**src/rtl/multicycle_pkg.sv**
```systemverilog
// Shared types and constants for the multi-cycle RV32-subset control FSM.
// Consumed by multicycle_ctrl and opcode_classify.
package multicycle_pkg;

    typedef enum logic [2:0] {
        S_IDLE,
        S_FETCH,
        S_DECODE,
        S_EXEC,
        S_MEM,
        S_WB,
        S_TRAP
    } state_e;

    typedef enum logic [2:0] {
        CLS_R,
        CLS_I,
        CLS_LW,
        CLS_LWI,
        CLS_SW,
        CLS_BR,
        CLS_ILLEGAL
    } iclass_e;

    localparam logic [6:0] OP_R   = 7'b0110011;
    localparam logic [6:0] OP_I   = 7'b0010011;
    localparam logic [6:0] OP_LW  = 7'b0000011;
    localparam logic [6:0] OP_LWI = 7'b0000111;
    localparam logic [6:0] OP_SW  = 7'b0100011;
    localparam logic [6:0] OP_BR  = 7'b1100011;

    localparam logic [1:0] ALUOP_ADD   = 2'd0;
    localparam logic [1:0] ALUOP_SUB   = 2'd1;
    localparam logic [1:0] ALUOP_FUNCT = 2'd2;

    function automatic logic is_load(input iclass_e cls);
        return (cls == CLS_LW) || (cls == CLS_LWI);
    endfunction

endpackage

```
**src/rtl/multicycle_ctrl_opcode_classify.sv**
```systemverilog
// Combinational opcode classifier: maps inst[6:0] to an instruction class.
module opcode_classify
    import multicycle_pkg::*;
(
    input  logic [6:0] opcode_i,
    output iclass_e    class_o
);

    always_comb begin
        class_o = CLS_ILLEGAL;
        case (opcode_i)
            OP_R:    class_o = CLS_R;
            OP_I:    class_o = CLS_I;
            OP_LW:   class_o = CLS_LW;
            OP_LWI:  class_o = CLS_LWI;
            OP_SW:   class_o = CLS_SW;
            OP_BR:   class_o = CLS_BR;
            default: class_o = CLS_ILLEGAL;
        endcase
    end

endmodule

```
**src/rtl/multicycle_ctrl.sv**
```systemverilog
// Multi-cycle control FSM for the RV32-subset datapath with retired-instruction counter.
// Optional MULTICYCLE_CTRL_ILLEGAL_TRAP_EN: illegal opcodes trap (sticky) instead of retiring as NOP.
module multicycle_ctrl
    import multicycle_pkg::*;
#(
    parameter int unsigned CNT_W = 32
) (
    input  logic             clk,
    input  logic             rst,
    input  logic [6:0]       inst_opcode,
    input  logic             takebranch,
    input  logic             imem_ready,
    input  logic             dmem_ready,
    output logic             imem_req,
    output logic             dmem_req,
    output logic             ir_write,
    output logic             ab_write,
    output logic             aluout_write,
    output logic             mdr_write,
    output logic             pc_write,
    output logic             pc_src,
    output logic             alusrc,
    output logic [1:0]       aluop,
    output logic             memread,
    output logic             memwrite,
    output logic             memtoreg,
    output logic             regwrite,
    output logic [CNT_W-1:0] instret
`ifdef MULTICYCLE_CTRL_ILLEGAL_TRAP_EN
    ,
    output logic             trap
`endif
);

    state_e           state_q;
    logic [6:0]       opcode_q;
    logic [CNT_W-1:0] instret_q;
    iclass_e          cls;

    opcode_classify u_classify (
        .opcode_i (opcode_q),
        .class_o  (cls)
    );

    assign instret = instret_q;

    // instret tracks pc_write so the two can never disagree about a retirement.
    always_ff @(posedge clk or negedge rst) begin
        if (!rst) begin
            state_q   <= S_IDLE;
            opcode_q  <= '0;
            instret_q <= '0;
        end else begin
            if (pc_write) begin
                instret_q <= instret_q + CNT_W'(1);
            end
            case (state_q)
                S_IDLE: state_q <= S_FETCH;
                S_FETCH: begin
                    if (imem_ready) begin
                        opcode_q <= inst_opcode;
                        state_q  <= S_DECODE;
                    end
                end
                S_DECODE: begin
                    if (cls == CLS_ILLEGAL) begin
`ifdef MULTICYCLE_CTRL_ILLEGAL_TRAP_EN
                        state_q <= S_TRAP;
`else
                        state_q <= S_FETCH;
`endif
                    end else begin
                        state_q <= S_EXEC;
                    end
                end
                S_EXEC: begin
                    case (cls)
                        CLS_R, CLS_I:           state_q <= S_WB;
                        CLS_LW, CLS_LWI, CLS_SW: state_q <= S_MEM;
                        default:                state_q <= S_FETCH;
                    endcase
                end
                S_MEM: begin
                    if (dmem_ready) begin
                        state_q <= is_load(cls) ? S_WB : S_FETCH;
                    end
                end
                S_WB:   state_q <= S_FETCH;
`ifdef MULTICYCLE_CTRL_ILLEGAL_TRAP_EN
                S_TRAP: state_q <= S_TRAP;
`endif
                default: state_q <= S_IDLE;
            endcase
        end
    end

    always_comb begin
        imem_req     = 1'b0;
        dmem_req     = 1'b0;
        ir_write     = 1'b0;
        ab_write     = 1'b0;
        aluout_write = 1'b0;
        mdr_write    = 1'b0;
        pc_write     = 1'b0;
        pc_src       = 1'b0;
        alusrc       = 1'b0;
        aluop        = ALUOP_ADD;
        memread      = 1'b0;
        memwrite     = 1'b0;
        memtoreg     = 1'b0;
        regwrite     = 1'b0;
`ifdef MULTICYCLE_CTRL_ILLEGAL_TRAP_EN
        trap         = 1'b0;
`endif
        case (state_q)
            S_FETCH: begin
                imem_req = 1'b1;
                ir_write = imem_ready;
            end
            S_DECODE: begin
                ab_write = 1'b1;
`ifndef MULTICYCLE_CTRL_ILLEGAL_TRAP_EN
                pc_write = (cls == CLS_ILLEGAL);
`endif
            end
            S_EXEC: begin
                aluout_write = 1'b1;
                case (cls)
                    CLS_R: aluop = ALUOP_FUNCT;
                    CLS_I: begin
                        alusrc = 1'b1;
                        aluop  = ALUOP_FUNCT;
                    end
                    CLS_LW, CLS_SW: alusrc = 1'b1;
                    CLS_BR: begin
                        aluop    = ALUOP_SUB;
                        pc_write = 1'b1;
                        pc_src   = takebranch;
                    end
                    default: ;
                endcase
            end
            S_MEM: begin
                dmem_req = 1'b1;
                memread  = is_load(cls);
                memwrite = (cls == CLS_SW);
                if (dmem_ready) begin
                    mdr_write = is_load(cls);
                    pc_write  = (cls == CLS_SW);
                end
            end
            S_WB: begin
                regwrite = 1'b1;
                memtoreg = is_load(cls);
                pc_write = 1'b1;
            end
`ifdef MULTICYCLE_CTRL_ILLEGAL_TRAP_EN
            S_TRAP: trap = 1'b1;
`endif
            default: ;
        endcase
    end

endmodule
```
**config.mk**
```make
export PLATFORM = sky130hd
export DESIGN_NAME = multicycle_ctrl
export DESIGN_NICKNAME = d
export VERILOG_FILES = /design/src/rtl/multicycle_pkg.sv /design/src/rtl/multicycle_ctrl_opcode_classify.sv /design/src/rtl/multicycle_ctrl.sv
export SDC_FILE = /design/constraint.sdc
export NUM_CORES = 1
export LEC_CHECK = 0
export ABC_AREA = 1
export BUFFER_PORTS_ARGS = -buffer_cell sky130_fd_sc_hd__buf_2
export CELL_PAD_IN_SITES_DETAIL_PLACEMENT = 1
export CELL_PAD_IN_SITES_GLOBAL_PLACEMENT = 2
export CORE_UTILIZATION = 27
export CTS_BUF_LIST = sky130_fd_sc_hd__clkbuf_8
export CTS_CLUSTER_DIAMETER = 120
export DETAILED_ROUTE_END_ITERATION = 10
export PLACE_DENSITY_LB_ADDON = 0.1
export SLEW_MARGIN = 20
export SYNTH_ARGS = -nofsm -noshare
export SYNTH_HDL_FRONTEND = slang
export SYNTH_HIERARCHICAL = 1
export SYNTH_SLANG_ARGS = --single-unit
```
**constraint.sdc**
```tcl
create_clock -name clk -period 1.8 [get_ports clk]
set_input_delay 0.09 -clock clk [delete_from_list [all_inputs] [get_ports clk]]
set_output_delay 0.09 -clock clk [all_outputs]
set_load 0.005 [all_outputs]
```
# Word level (Yosys, flattened, before mapping)
# Index checks and enable logic that the tools add are counted.
[totals]
register_bits = 42
in_bits = 12
out_inout_bits = 47
elab_cells = 59
[classes]
add_sub_neg = 1
eq_ne = 19
n_mux = 27
reduce_logical = 9
[ops]
columns = ["op", "n"]
rows = [
  ["32-bit by 1-bit adder with 32-bit output (second input constant)", 1],
  ["3-bit case mux with 6 select lines", 1],
  ["1-bit 2-to-1 mux", 17],
  ["3-bit equality test (second input constant)", 5],
  ["3-bit case mux with 5 select lines", 1],
  ["7-bit by 6-bit equality test with 1-bit output (second input constant)", 2],
  ["3-bit by 2-bit equality test with 1-bit output (second input constant)", 4],
  ["3-bit 2-to-1 mux", 3],
  ["7-bit by 2-bit equality test with 1-bit output (second input constant)", 1],
  ["7-bit by 3-bit equality test with 1-bit output (second input constant)", 1],
  ["7-bit by 5-bit equality test with 1-bit output (second input constant)", 1],
  ["7-bit equality test (second input constant)", 1],
  ["3-bit by 1-bit equality test with 1-bit output (second input constant)", 2],
  ["3-bit logical NOT", 2],
  ["3-bit case mux with 2 select lines", 1],
  ["3-bit OR reduction", 2],
  ["2-bit 2-to-1 mux", 2],
  ["2-bit inequality test (second input constant)", 2],
  ["1-bit case mux with 4 select lines", 1],
  ["2-bit case mux with 2 select lines", 1],
  ["2-bit AND reduction", 2],
  ["2-bit OR reduction", 2],
  ["1-bit logical OR", 1],
]

# Logic depth before layout (Yosys ltp)
[depth]
depth_word = 7
ltp_mapped = 16
depth_no_buf = 15

# Modules after synthesis
# Netlist, hierarchy kept.
[modules_own_cells]
columns = ["mod", "n_inst", "cells_per_inst", "area_each_um2", "seq_area_each_um2"]
rows = [
  ["multicycle_ctrl", 1, 406, 2631.3, 1051.0],
  ["opcode_classify", 1, 26, 110.1, 0.0],
]

# Least setup slack after synthesis
# No wires, ideal clock.
[synth_timing]
path_type = "flip-flop to flip-flop"
start = "register opcode_q[2]"
end = "register instret_q[24], in the netlist instret[24]"
setup_ns = 0.116
t_arrival_ns = 1.594
required_time_ns = 1.684
setup_slack_ns = 0.090
stages_incl_launch_ff = 15
n_path_buf = 2
synth_period_minus_slack_ns = 1.710
path_cell_list = "dfrtp_1 -> inv_1 -> nand2_1 -> nor2_4 -> nand2_2 -> nand2_1 -> nand2_1 -> nand3_1 -> nor2_1 -> nor2_1 -> nand2_2 -> buf_6 -> buf_4 -> nand2_1 -> nand2_1"
[synth_between]
elab_chain_cells = 5
elab_cells_between_ends = 13
classes_between = "eq/ne (9); mux (4)"
[synth_lines]
columns = ["element", "line_no", "text"]
rows = [
  ["from (decl)", "multicycle_ctrl.sv:36", "logic [6:0] opcode_q;"],
  ["from (signal assigned)", "multicycle_ctrl.sv:61", "opcode_q <= inst_opcode;"],
  ["7-bit equality test, or another cell as far along", "multicycle_ctrl_opcode_classify.sv:11", "case (opcode_i)"],
  ["3-bit case mux with 6 select lines *", "multicycle_ctrl_opcode_classify.sv:11", ""],
  ["net cls[1]", "multicycle_ctrl.sv:38", "iclass_e cls;"],
  ["3-bit equality test, on equally long branches", "multicycle_ctrl.sv:149, multicycle_ctrl.sv:128", ""],
  ["1-bit 2-to-1 mux, on equally long branches", "multicycle_ctrl.sv:147, multicycle_ctrl.sv:128", ""],
  ["1-bit case mux with 4 select lines *", "multicycle_ctrl.sv:115", "case (state_q)"],
  ["net pc_write", "multicycle_ctrl.sv:20", "output logic pc_write,"],
  ["to (signal assigned)", "multicycle_ctrl.sv:55", "instret_q <= instret_q + CNT_W'(1);"],
  ["to (decl)", "multicycle_ctrl.sv:37", "logic [CNT_W-1:0] instret_q;"],
]
# The timed path passes the listed nets; every way through them passes the cells marked *.
# A chain may end at the register's enable or synchronous reset.

# Final worst setup path
[layout_timing]
start = "register opcode_q[4]"
end = "output pc_write"
[layout_between]
elab_chain_cells = 5
elab_cells_between_ends = 13
classes_between = "eq/ne (9); mux (4)"
[layout_lines]
columns = ["element", "line_no"]
rows = [
  ["7-bit equality test, or another cell as far along", "multicycle_ctrl_opcode_classify.sv:11"],
  ["3-bit case mux with 6 select lines *", "multicycle_ctrl_opcode_classify.sv:11"],
  ["net cls[0]", "multicycle_ctrl.sv:38"],
  ["3-bit equality test, on equally long branches", "multicycle_ctrl.sv:149, multicycle_ctrl.sv:128"],
  ["1-bit 2-to-1 mux, on equally long branches", "multicycle_ctrl.sv:147, multicycle_ctrl.sv:128"],
  ["1-bit case mux with 4 select lines *", "multicycle_ctrl.sv:115"],
  ["to (decl)", "multicycle_ctrl.sv:20"],
]
# Marked as above.

==> flow_metrics.py <==
metrics = {
    "worst_setup_path": {
        "critical_path.most_common_cell": "nand2_2",
        "cp.required_ps": 1710,
        "cp.arrival_ps": 1940,
        "crit_fanout": 5,
        "end_kind": "primary output",
        "startpoint_type": "flop",
        "cpMaxStageDelayCell": "dfrtp_2",
        "cp_top_family": "simple AND/OR/NAND/NOR gates",
        "crit_path_cell_trace": "inv_2 > nand2_2 > nor2_4 > nand3_2 > nand2_2 > inv_2 > buf_6 > nand3_4 > nor2_4 > nor2_2 > nand2_2 > buf_12 > buf_6",
        "max_stage_delay_ps": 460,
        "critPathKind": "reg -> out",
        "critPathBufInv": 5,
    },
    "synthesis": {
        "synth_area_mm2": 0.002741,
        "async_flop_share": 1.000,
        "synth_top_area_frac": 0.3834,
        "syn_nets": 445,
        "synthDistinctLibCells": 26,
        "ys.warnings.count": 6,
        "synth.avg_cell_area_um2": 6.346,
        "yosysTopAreaCell": "dfrtp_1",
        "synth_seq_cells": 42,
        "ys.flop_type": "dfrtp_1",
        "synth_edf_count": 0,
        "synth-seq-area-share": 0.3834,
        "synthCells": 432,
        "yosys-top-cells-area": "dfrtp_1 38%, nand2_1 27%, nor2_1 9.6%",
        "synth_top_cells_by_count": "199 x nand2_1, 70 x nor2_1, 42 x dfrtp_1, 39 x inv_1, 17 x nand3_1",
        "synth.most_common_cell": "nand2_1",
    },
    "sta": {
        "finalMaxSlewViolations": 0,
        "fin_ws_ps": -231.9,
        "finalSetupViolCount": 40,
        "hold_ws_ps": 85.11,
        "timing.final.crit_share": 1.129,
        "final_hold_viol_count": 0,
        "timing.max_slew.rel_slack": 0.6726,
        "setup_tns_ps": -5808,
        "worst_pin_slew_ps": 487.4,
        "skew_ps": 4.307,
        "fmax_mhz": 492.2,
        "rsz0062_at_grt": "yes",
        "finalCriticalPeriod_ps": 2032,
    },
    "floorplan": {
        "start_util": 0.2792,
        "die-area_mm2": 0.01056,
        "io_pins": 59,
        "die_h_um": 102.8,
        "row_count": 36,
        "die_w_um": 102.8,
        "coreArea_mm2": 0.009819,
    },
    "power": {
        "pwr-share-seq": 0.306,
        "switching_share": 0.3825,
        "clkPwrFrac": 0.221,
        "p_int_mw": 2.623,
        "switchingPower_mw": 1.625,
        "powerDensity_mw_per_mm2": 1037,
        "peakVddDrop_mv": 0.3484,
        "combPwrFrac": 0.473,
        "p_leak_nw": 2.063,
    },
    "drt": {
        "ant_nets": 0,
        "remaining_drc_errors": 0,
        "via_per_inst": 4.565,
        "vias": 3072,
        "drt_iter0_drc": 64,
        "wl_per_cell_um": 14.36,
        "drt_wl_total_mm": 9.664,
        "drtPass1Iterations": 4,
    },
    "clocking": {
        "clock-sinks": 42,
        "cts.path.max_buffers": 2,
        "cts_tree": "built",
        "root_buffer": "clkbuf_8",
        "insertion_delay_ps": 300,
        "htreeDepth": 2,
        "cts_made_buffers": 5,
        "clk_pin_slew_ps": 90,
    },
    "global_route": {
        "first_global_vias": 3165,
        "antenna_found_initial": 0,
        "grt_max_degree": 23,
        "grt_use_total": 0.1930,
        "overflow": 0,
        "grt_pass1_wl_mm": 15.60,
    },
    "finish": {
        "num_antenna_cells": 0,
        "syn_to_final_growth_pct": 49.43,
        "final_util": 0.4172,
        "drive_above_1_share": 0.3519,
        "layout.area.seq_mm2": 0.001054,
        "n_fill_cell": 1285,
        "post-route-cell-area_mm2": 0.004096,
        "nets": 552,
        "multi_input_area_mm2": 0.001734,
    },
    "job": {
        "cap_viol_max_count": 0,
    },
    "outcome": {
        "outcome": "complete, but fails checks",
        "violations": "setup timing",
    },
    "min_path": {
        "hold_class": "in -> reg",
    },
    "placed_design": {
        "place.gp.congestion": 0.7568,
        "hpwl_mm": 7.013,
        "dpl_cell_area_mm2": 0.003347,
        "place.port_buffers": 58,
    },
}
final timing paths:
path / from / endpoint / slack, ps / cells after the start
worst max register to register: opcode_q[4] / instret[10] / -230 / 16
worst min register to register: instret[31] / instret[31] / 500 / 2
max in group asynchronous: rst / opcode_q[6] / 1090 / 3
min in group asynchronous: rst / state_q[0] / 170 / 2
worst max-delay path: opcode_q[4] / pc_write / -230 / 13
worst min-delay path: imem_ready / state_q[0] / 90 / 4
power groups by stage:
stage               logic [mW]  registers (mW)  clock network (mW)
floorplan                0.757            1.26                   0
global placement          1.28            1.29                   0
detailed placement        1.31            1.30                   0
CTS                       1.63            1.28               0.977
global route              2.20            1.33                1.02
finish                    2.01            1.30               0.940
per-layer routing:
layer | track usage | routed length (um) | vias to the layer above
li1 | - | - | 1528
met2 | 0.3431 | 4862 | 35
met3 | 0.02237 | 204 | 7
met5 | 0 | 0 | -
met4 | 0.03900 | 72 | 0
met1 | 0.2523 | 4524 | 1502
worst register-to-register path: cells and delay by family (launching register included):
kind / cells / cell delay, ps
DFF: 1 / 460
and+or+nand+nor: 10 / 770
buffers and inverters: 6 / 710
area by class of cell:
| cell class | count | area share |
|---|---|---|
| multi-input cells | 339 | 0.4233 |
| flip-flops and latches | 42 | 0.2572 |
| repair buffers | 106 | 0.2025 |
| inverters | 45 | 0.04276 |
| well taps | 133 | 0.04062 |
| clock buffers | 5 | 0.01680 |
| clock inverters | 3 | 0.01680 |
logic make-up (layout without fill, tap and decap cells):
family | after synthesis | after routing | share of synthesized area
simple gates | 314 | 314 | 0.4733
buf+inv | 51 | 159 | 0.08124
flops | 42 | 42 | 0.3834
compound gates | 14 | 14 | 0.02556
xor+xnor | 10 | 10 | 0.03195
fa+ha+maj | 1 | 1 | 0.004563
state kept, by name, indices dropped and copies added (netlist names):
name      flops
opcode_q      7
state_q       3
instret      32
repair_timing:
action	CTS	global route
setup endpoints to repair	42	43
gates resized for setup	27	83
hold endpoints to repair	49	0
setup buffers	12	4
hold buffers	8	0
gates cloned	1	3
pin swaps	12	27
cells in the final DEF, fill, tap and decap left out, types with 6 or more instances in the layout:
master | netlist | layout
nor2_4 | 1 | 8
nand2_4 | 0 | 8
nand2_2 | 3 | 37
buf_2 | 1 | 56
dlygate4sd3_1 | 0 | 8
dfrtp_1 | 42 | 40
inv_2 | 5 | 7
nand2_1 | 199 | 157
nand3_1 | 17 | 13
buf_4 | 2 | 22
nand3b_1 | 10 | 10
xor2_1 | 10 | 10
inv_1 | 39 | 36
buf_6 | 3 | 11
nor2_2 | 2 | 6
nor2_1 | 70 | 59
stage by stage:
step	cells	total power [mW]	setup slack, ps
after floorplan	432	2.022	89.90
after global placement	639	2.562	-19.64
after detailed placement	639	2.605	-192.5
after CTS	668	3.888	-263.0
after global routing	673	4.551	-352.9
final	673	4.249	-231.9
No activity file was read; power rests on OpenSTA's default activity.
